[src/rtl/accum_sched.sv]
// Round-robin two-client scheduler that sequences clear/load/accumulate for the
// shared accumulator, returning the sum with sticky carry/overflow and a done pulse.
module accum_sched #(
  parameter int W     = 8,
  parameter int LEN_W = 4
) (
  input  logic             i_clk,
  input  logic             i_rst,
  input  logic [1:0]       i_req,
  input  logic [LEN_W-1:0] i_len0,
  input  logic [LEN_W-1:0] i_len1,
  input  logic [W-1:0]     i_data,
  input  logic             i_valid,
  output logic             o_ready,
  output logic [1:0]       o_gnt,
  output logic             o_busy,
  output logic [W-1:0]     o_sum,
  output logic             o_carry,
  output logic             o_ovf,
  output logic             o_done,
  output logic             o_done_id
);

  typedef enum logic [1:0] {IDLE, LOAD, ACC, DONE} state_t;

  typedef struct packed {
    logic [W-1:0] sum;
    logic         carry;
    logic         ovf;
  } acc_t;

  state_t           state, state_n;
  acc_t             acc;
  logic             ptr, gnt_idx, win, accept, ovf_add;
  logic [LEN_W-1:0] cnt, len_sel;
  logic [W:0]       add;

  // Tie goes to the client that was not served last.
  always_comb begin
    win = ~ptr;
    case (i_req)
      2'b01:   win = 1'b0;
      2'b10:   win = 1'b1;
      default: win = ~ptr;
    endcase
  end

  assign len_sel = gnt_idx ? i_len1 : i_len0;
  assign accept  = (state == ACC) & i_valid;
  assign add     = {1'b0, acc.sum} + {1'b0, i_data};
  assign ovf_add = (acc.sum[W-1] == i_data[W-1]) & (add[W-1] != acc.sum[W-1]);

  always_comb begin
    state_n = state;
    case (state)
      IDLE:    if (|i_req) state_n = LOAD;
      LOAD:    state_n = (len_sel == '0) ? DONE : ACC;
      ACC:     if (accept && cnt == LEN_W'(1)) state_n = DONE;
      DONE:    state_n = IDLE;
      default: state_n = IDLE;
    endcase
  end

  always_ff @(posedge i_clk or posedge i_rst) begin
    if (i_rst) begin
      state   <= IDLE;
      ptr     <= 1'b1;
      gnt_idx <= 1'b0;
      cnt     <= '0;
      acc     <= '0;
    end else begin
      state <= state_n;
      case (state)
        IDLE: if (|i_req) begin
          gnt_idx <= win;
          ptr     <= win;
        end
        LOAD: begin
          cnt <= len_sel;
          acc <= '0;
        end
        ACC: if (accept) begin
          acc.sum   <= add[W-1:0];
          acc.carry <= acc.carry | add[W];
          acc.ovf   <= acc.ovf | ovf_add;
          cnt       <= cnt - LEN_W'(1);
        end
        default: ;
      endcase
    end
  end

  // Control outputs decode from state only, so reset clears them with the state.
  assign o_busy    = (state != IDLE);
  assign o_ready   = (state == ACC);
  assign o_done    = (state == DONE);
  assign o_done_id = o_done & gnt_idx;
  assign o_gnt     = o_busy ? (gnt_idx ? 2'b10 : 2'b01) : 2'b00;
  assign o_sum     = acc.sum;
  assign o_carry   = acc.carry;
  assign o_ovf     = acc.ovf;

endmodule

[config.mk]
export PLATFORM = sky130hd
export DESIGN_NAME = accum_sched
export DESIGN_NICKNAME = d
export VERILOG_FILES = /design/src/rtl/accum_sched.sv
export SDC_FILE = /design/constraint.sdc
export NUM_CORES = 1
export LEC_CHECK = 0
export CORE_MARGIN = 2
export CORE_UTILIZATION = 44
export CTS_CLUSTER_DIAMETER = 150
export DETAILED_ROUTE_END_ITERATION = 7
export PLACE_DENSITY = 0.74
export SLEW_MARGIN = 20
export SYNTH_ARGS = -nofsm -noshare
export SYNTH_HDL_FRONTEND = slang
export SYNTH_SLANG_ARGS = --single-unit
export TNS_END_PERCENT = 100
[constraint.sdc]
create_clock -name i_clk -period 2.8 [get_ports i_clk]
set_clock_uncertainty 0.15 [all_clocks]
set_input_delay 0.56 -clock i_clk [delete_from_list [all_inputs] [get_ports i_clk]]
set_output_delay 0.56 -clock i_clk [all_outputs]
set_load 0.05 [all_outputs]
# [After elaboration in Yosys (flattened, before gate mapping)]
# Index checks and enable logic that the tools add are counted.
[word_totals] ram_bits=0 wordCells=47 latchBits=0 register_bits=18 input_bits=21 memories=0 romBits=0
[op_classes] bitwise_logic=6 n_mux=12 shift=0 n_reduce_logical=9 n_mul=0 order_cmp=0 n_eq_ne=11 div_mod_pow=0 add_sub_neg=2
[ops] operator="$pmux 10 s2" count=1
[ops] operator="$mux 10" count=1
[ops] operator="$add 8x8->9" count=1
[ops] operator="$mux 2" count=4
[ops] operator="$mux 4" count=2
[ops] operator="$pmux 2 s4" count=1
[ops] operator="$pmux 4 s2" count=1
[ops] operator="$eq 2x2->1 const B" count=3
[ops] operator="$reduce_and 2->1" count=3
[ops] operator="$eq 2x1->1 const B" count=2
[ops] operator="$eq 4x1->1 const B" count=1
[ops] operator="$logic_not 4->1" count=1
[ops] operator="$ne 2x1->1 const B" count=2
[ops] operator="$reduce_bool 2->1" count=2
[ops] operator="$sub 4x1->4 const B" count=1
[ops] operator="$and 1x1->1" count=3
[ops] operator="$logic_not 2->1" count=1
[ops] operator="$ne 2x2->1 const B" count=1
[ops] operator="$or 1x1->1" count=2
[ops] operator="$pmux 1 s2" count=1
[ops] operator="$reduce_or 2->1" count=1
[ops] operator="$eq 1x1->1" count=1
[ops] operator="$logic_and 1x1->1" count=1
[ops] operator="$mux 1" count=1
[ops] operator="other kinds (2)" count=2

# [Longest topological paths before layout]
# Gate-level depths: netlist of the first run.
[depth] depth_word=6 depth_mapped=8 depth_no_buf=7

# [Worst setup path before layout of the first run]
# No wires, ideal clock.
[synth_timing] path_kind="register to register" from="register acc, in the netlist o_sum[0]" to="register acc, in the netlist o_sum[6]" slack_ns=0.490 synth_period_minus_slack_ns=2.310 setup_ns=0.128 arrival_ns=2.031 stages_incl_launch_ff=8 cell_sequence="dfrtp_1 ha_1 fa_1 a211oi_1 o21bai_1 a21oi_1 xor2_1 o21ai_0"
[synth_between] elab_chain_len=3
[synth_rtl] item="start, declared" line_no="33" rtl="acc_t acc;"
[synth_rtl] item="$add 8x8->9" line_no="50" rtl="assign add = {1'b0, acc.sum} + {1'b0, i_data};"
[synth_rtl] item="$mux 10" line_no="82" rtl="ACC: if (accept) begin"
[synth_rtl] item="$pmux 10 s2" line_no="73" rtl="case (state)"
# Every way passes these cells. The select of a mux whose other input is x is not followed.
# A chain may end at the register's enable or synchronous reset.

# [Final worst setup path of the first run]
[layout_timing] from="register state[0]" to="output o_done_id"
[layout_between] elab_chain_len=2
[layout_rtl] item="start, declared" line_no="32" rtl="state_t state, state_n;"
[layout_rtl] item="start signal, assigned" line_no="72" rtl="state <= state_n;"
[layout_rtl] item="$eq 2x2->1" line_no="96" rtl="assign o_done = (state == DONE);"
[layout_rtl] item="$and 1x1->1" line_no="97" rtl="assign o_done_id = o_done & gnt_idx;"
[layout_rtl] item="end, declared" line_no="21" rtl="output logic o_done_id"
# Every way passes these cells.

==> flow_metrics.env, run 1 <==
export IMPL_setup_ws_ps=264
export IMPL_vias=1126
export IMPL_max_stage_delay_ps=790
export IMPL_reg2reg_to="o_sum[6]$_DFFE_PP0P_"
export IMPL_ios=37
export IMPL_peakVddDrop_uv=1010
export IMPL_syn_to_final_growth_pct=33.4
export IMPL_yosys_area_top_type="dfrtp_1"
export IMPL_synth_compound_gate_area_share_pct=21.5
export IMPL_crit_cells=3
export IMPL_whs_ps=354
export IMPL_worst_r2r_cell_count=7
export IMPL_path_clk_slew_ps=110
export IMPL_max_cap_violations=0
export IMPL_synth_top_family_by_area="compound AO/OA/AOI/OAI gates"
export IMPL_final_area_um2=1690
export IMPL_cp_required_ps=2090
export IMPL_synth_warnings=0
export IMPL_cp_end_kind="primary output"
export IMPL_synth_distinct_cells=33
export IMPL_final_nets=214
export IMPL_min_period_ps=2540
export IMPL_p_leak_nw=0.786
export IMPL_synth_seq_cells=18
export IMPL_crit_slowest_cell="clkdlybuf4s50_1"
export IMPL_fp_coreArea_um2=2730
export IMPL_grt_overflow=0
export IMPL_wl_met3_um=195
export IMPL_avgSynthCellArea_um2=9.22
export IMPL_fin_util_pct=61.6
export IMPL_cts_buffer_depth=2
export IMPL_max_freq_mhz=394
export IMPL_portBuffers=36
export IMPL_htreeDepth=1
export IMPL_status="finished, final reports clean"
export IMPL_via_per_inst=5.47
export IMPL_hold_buffers=0
export IMPL_grt_pass1_vias=1123
export IMPL_syn_nets=175
export IMPL_synth_top_area_share_pct=33.7
export IMPL_worstPathMaxFanout=5
export IMPL_hold_path_class="reg2reg"
export IMPL_place_ws_ps=10.3
export IMPL_wire_per_inst_um=13.4
export IMPL_synth_adder_area_share_pct=17.4
export IMPL_drive_gt1_share_pct=4.00
export IMPL_drv_slew=0
export IMPL_placementRows=19
export IMPL_n_antenna_cell=0
export IMPL_syn_instance_count=137
export IMPL_die_w_um=57.6
export IMPL_cts_num_sinks=18
export IMPL_setup_viol=0
export IMPL_cp_arrival_ps=1830
export IMPL_worstSetupPathType="reg2out"
export IMPL_yosys_top_cells_area="dfrtp_1 34%, ha_1 16%, o21ai_0 7.1%"
export IMPL_rrSetupSlack_ps=570
export IMPL_critPathTopFamily="buffers and inverters"
export IMPL_netlist_area_um2=1260
export IMPL_dieHeight_um=57.6
export IMPL_cts_buffers=3
export IMPL_power_density_nw_per_um2=1060
export IMPL_synth_simple_gate_area_share_pct=12.4
export IMPL_wl_met2_um=1340
export IMPL_critPathLaunch="state[0]$_DFFE_PP0P_"
export IMPL_top_layer_used="met4"
export IMPL_drt_met1_wl_um=1210
export IMPL_place_inst=202
export IMPL_initial_utilization_pct=46.2
export IMPL_final_cells=206
export IMPL_grt_antenna_before_repair=0
export IMPL_r2r_start="o_sum[0]$_DFFE_PP0P_"
export IMPL_drcViolationCount=0
export IMPL_hold_depth=2
export IMPL_slew_headroom_pct=53.6
export IMPL_hold_viol_final=0
export IMPL_grt_max_degree=19
export IMPL_crit_chain="ha_1 > and2_1 > clkdlybuf4s50_1"
export IMPL_placed_area_um2=1650
export IMPL_crit_end="o_done_id"
export IMPL_p_total_mw=1.78
export IMPL_clock_latency_ps=290
export IMPL_drt_iter0_markers=24
export IMPL_wirelength_um=2770
export IMPL_ant_nets=0
export IMPL_dr_pass1_iters=4
export IMPL_fin_crit_sh_pct=90.6
export IMPL_synthMuxAreaShare_pct=4.06
export IMPL_grt_first_pass_wirelength_um=4870
export IMPL_path_buf_inv=1
export IMPL_fp_dieArea_um2=3320
export IMPL_post_cts_buffers=0
export IMPL_rsz0062_at_grt="false"
export IMPL_tightest_slew_ps=695
export IMPL_final_setup_tns_ps=0
export IMPL_clockRootBuffer="clkbuf_4"
export IMPL_ctsResizeCount=1
export IMPL_hpwl_um=2170
export IMPL_ys_seq_area_share_pct=35.7
export IMPL_cts_tree="built"
export IMPL_worstSetupStartpointType="flip-flop"
export IMPL_num_fill_cells=253
export IMPL_routabilityCongestion=0.841
export IMPL_synthXorXnorAreaFrac_pct=4.85
export IMPL_grt_usage_pct=18.2
[flip-flops by register name, indices dropped and copies added, names as in the netlist]
name	count
o_sum	8
cnt	4
state	2
gnt_idx	1
o_carry	1
o_ovf	1
ptr	1
[synth_stat cells (all sizes together)]
library cell  instances
o21ai                19
dfrtp                17
nand2                17
ha                   16
inv                   9
a21oi                 8
nor2                  7
a211oi                5
xor2                  5
mux2i                 4
and2                  3
buf                   3
nand3                 3
a21o                  2
a22o                  2
o21bai                2
xnor2                 2
a2111oi               1
a22oi                 1
dfstp                 1
fa                    1
mux2                  1
nand2b                1
nand4bb               1
nor2b                 1
nor4b                 1
o211ai                1
o22a                  1
o22ai                 1
o31ai                 1
[power by group]
part	total, mW	switching (mW)	leakage [nW]	internal, mW
clock network	0.138	0.0830	0.0150	0.0553
registers	0.478	0.107	0.226	0.371
logic	1.16	0.719	0.545	0.446
[layout by cell type, fill, tap and decap left out, drive strengths merged, types with 5 or more instances in the layout]
master and instances:
nand2 17, dfrtp 17, xor2 5, a211oi 5, nor2 7, a21oi 8
o21ai 19, inv 9, ha 16, clkdlybuf4s50 32
[worst min-delay path, delay by kind of cell (launching register included)]
family / cells / cell delay (ps)
flops: 1 / 370
simple gates: 1 / 50
compound gates: 1 / 50
[kinds of logic after synthesis]
logic type | Yosys count
fa+ha+maj | 17
buf+inv | 12
simple gates | 34
mux | 5
flops | 18
xor+xnor | 7
compound gates | 44
[worst min-delay path by stage]
stage	startpoint	endpoint
2_1_floorplan	i_rst	cnt[0]$_DFFE_PP0P_
3_3_place_gp	o_ovf$_DFFE_PP0P_	o_ovf$_DFFE_PP0P_
3_5_place_dp	o_ovf$_DFFE_PP0P_	o_ovf$_DFFE_PP0P_
4_1_cts	o_ovf$_DFFE_PP0P_	o_ovf$_DFFE_PP0P_
5_1_grt	o_ovf$_DFFE_PP0P_	o_ovf$_DFFE_PP0P_
6_report	o_ovf$_DFFE_PP0P_	o_ovf$_DFFE_PP0P_
[routing by layer]
| metal | vias up | track usage [%] |
|---|---|---|
| li1 | 560 | - |
| met1 | 529 | 22.6 |
| met2 | 33 | 32.8 |
| met3 | 4 | 2.49 |
| met4 | 0 | 4.98 |
| met5 | - | 0 |
[cell type report]
type	count	area, µm²	area share, %
clock buffer	4	26.3	1.56
inverter	9	33.8	2.00
multi-input combinational	107	761	45.1
sequential	18	452	26.8
tap	31	38.8	2.30
timing repair buffer	37	374	22.2
No activity file was read; power rests on OpenSTA's default activity.
==> inputs of run 2 (changes only) <==
CTS_CLUSTER_DIAMETER = default   (was 150)
==> results of run 2 <==
Same layout as run 1: the final DEF is identical, and so are final timing and power.
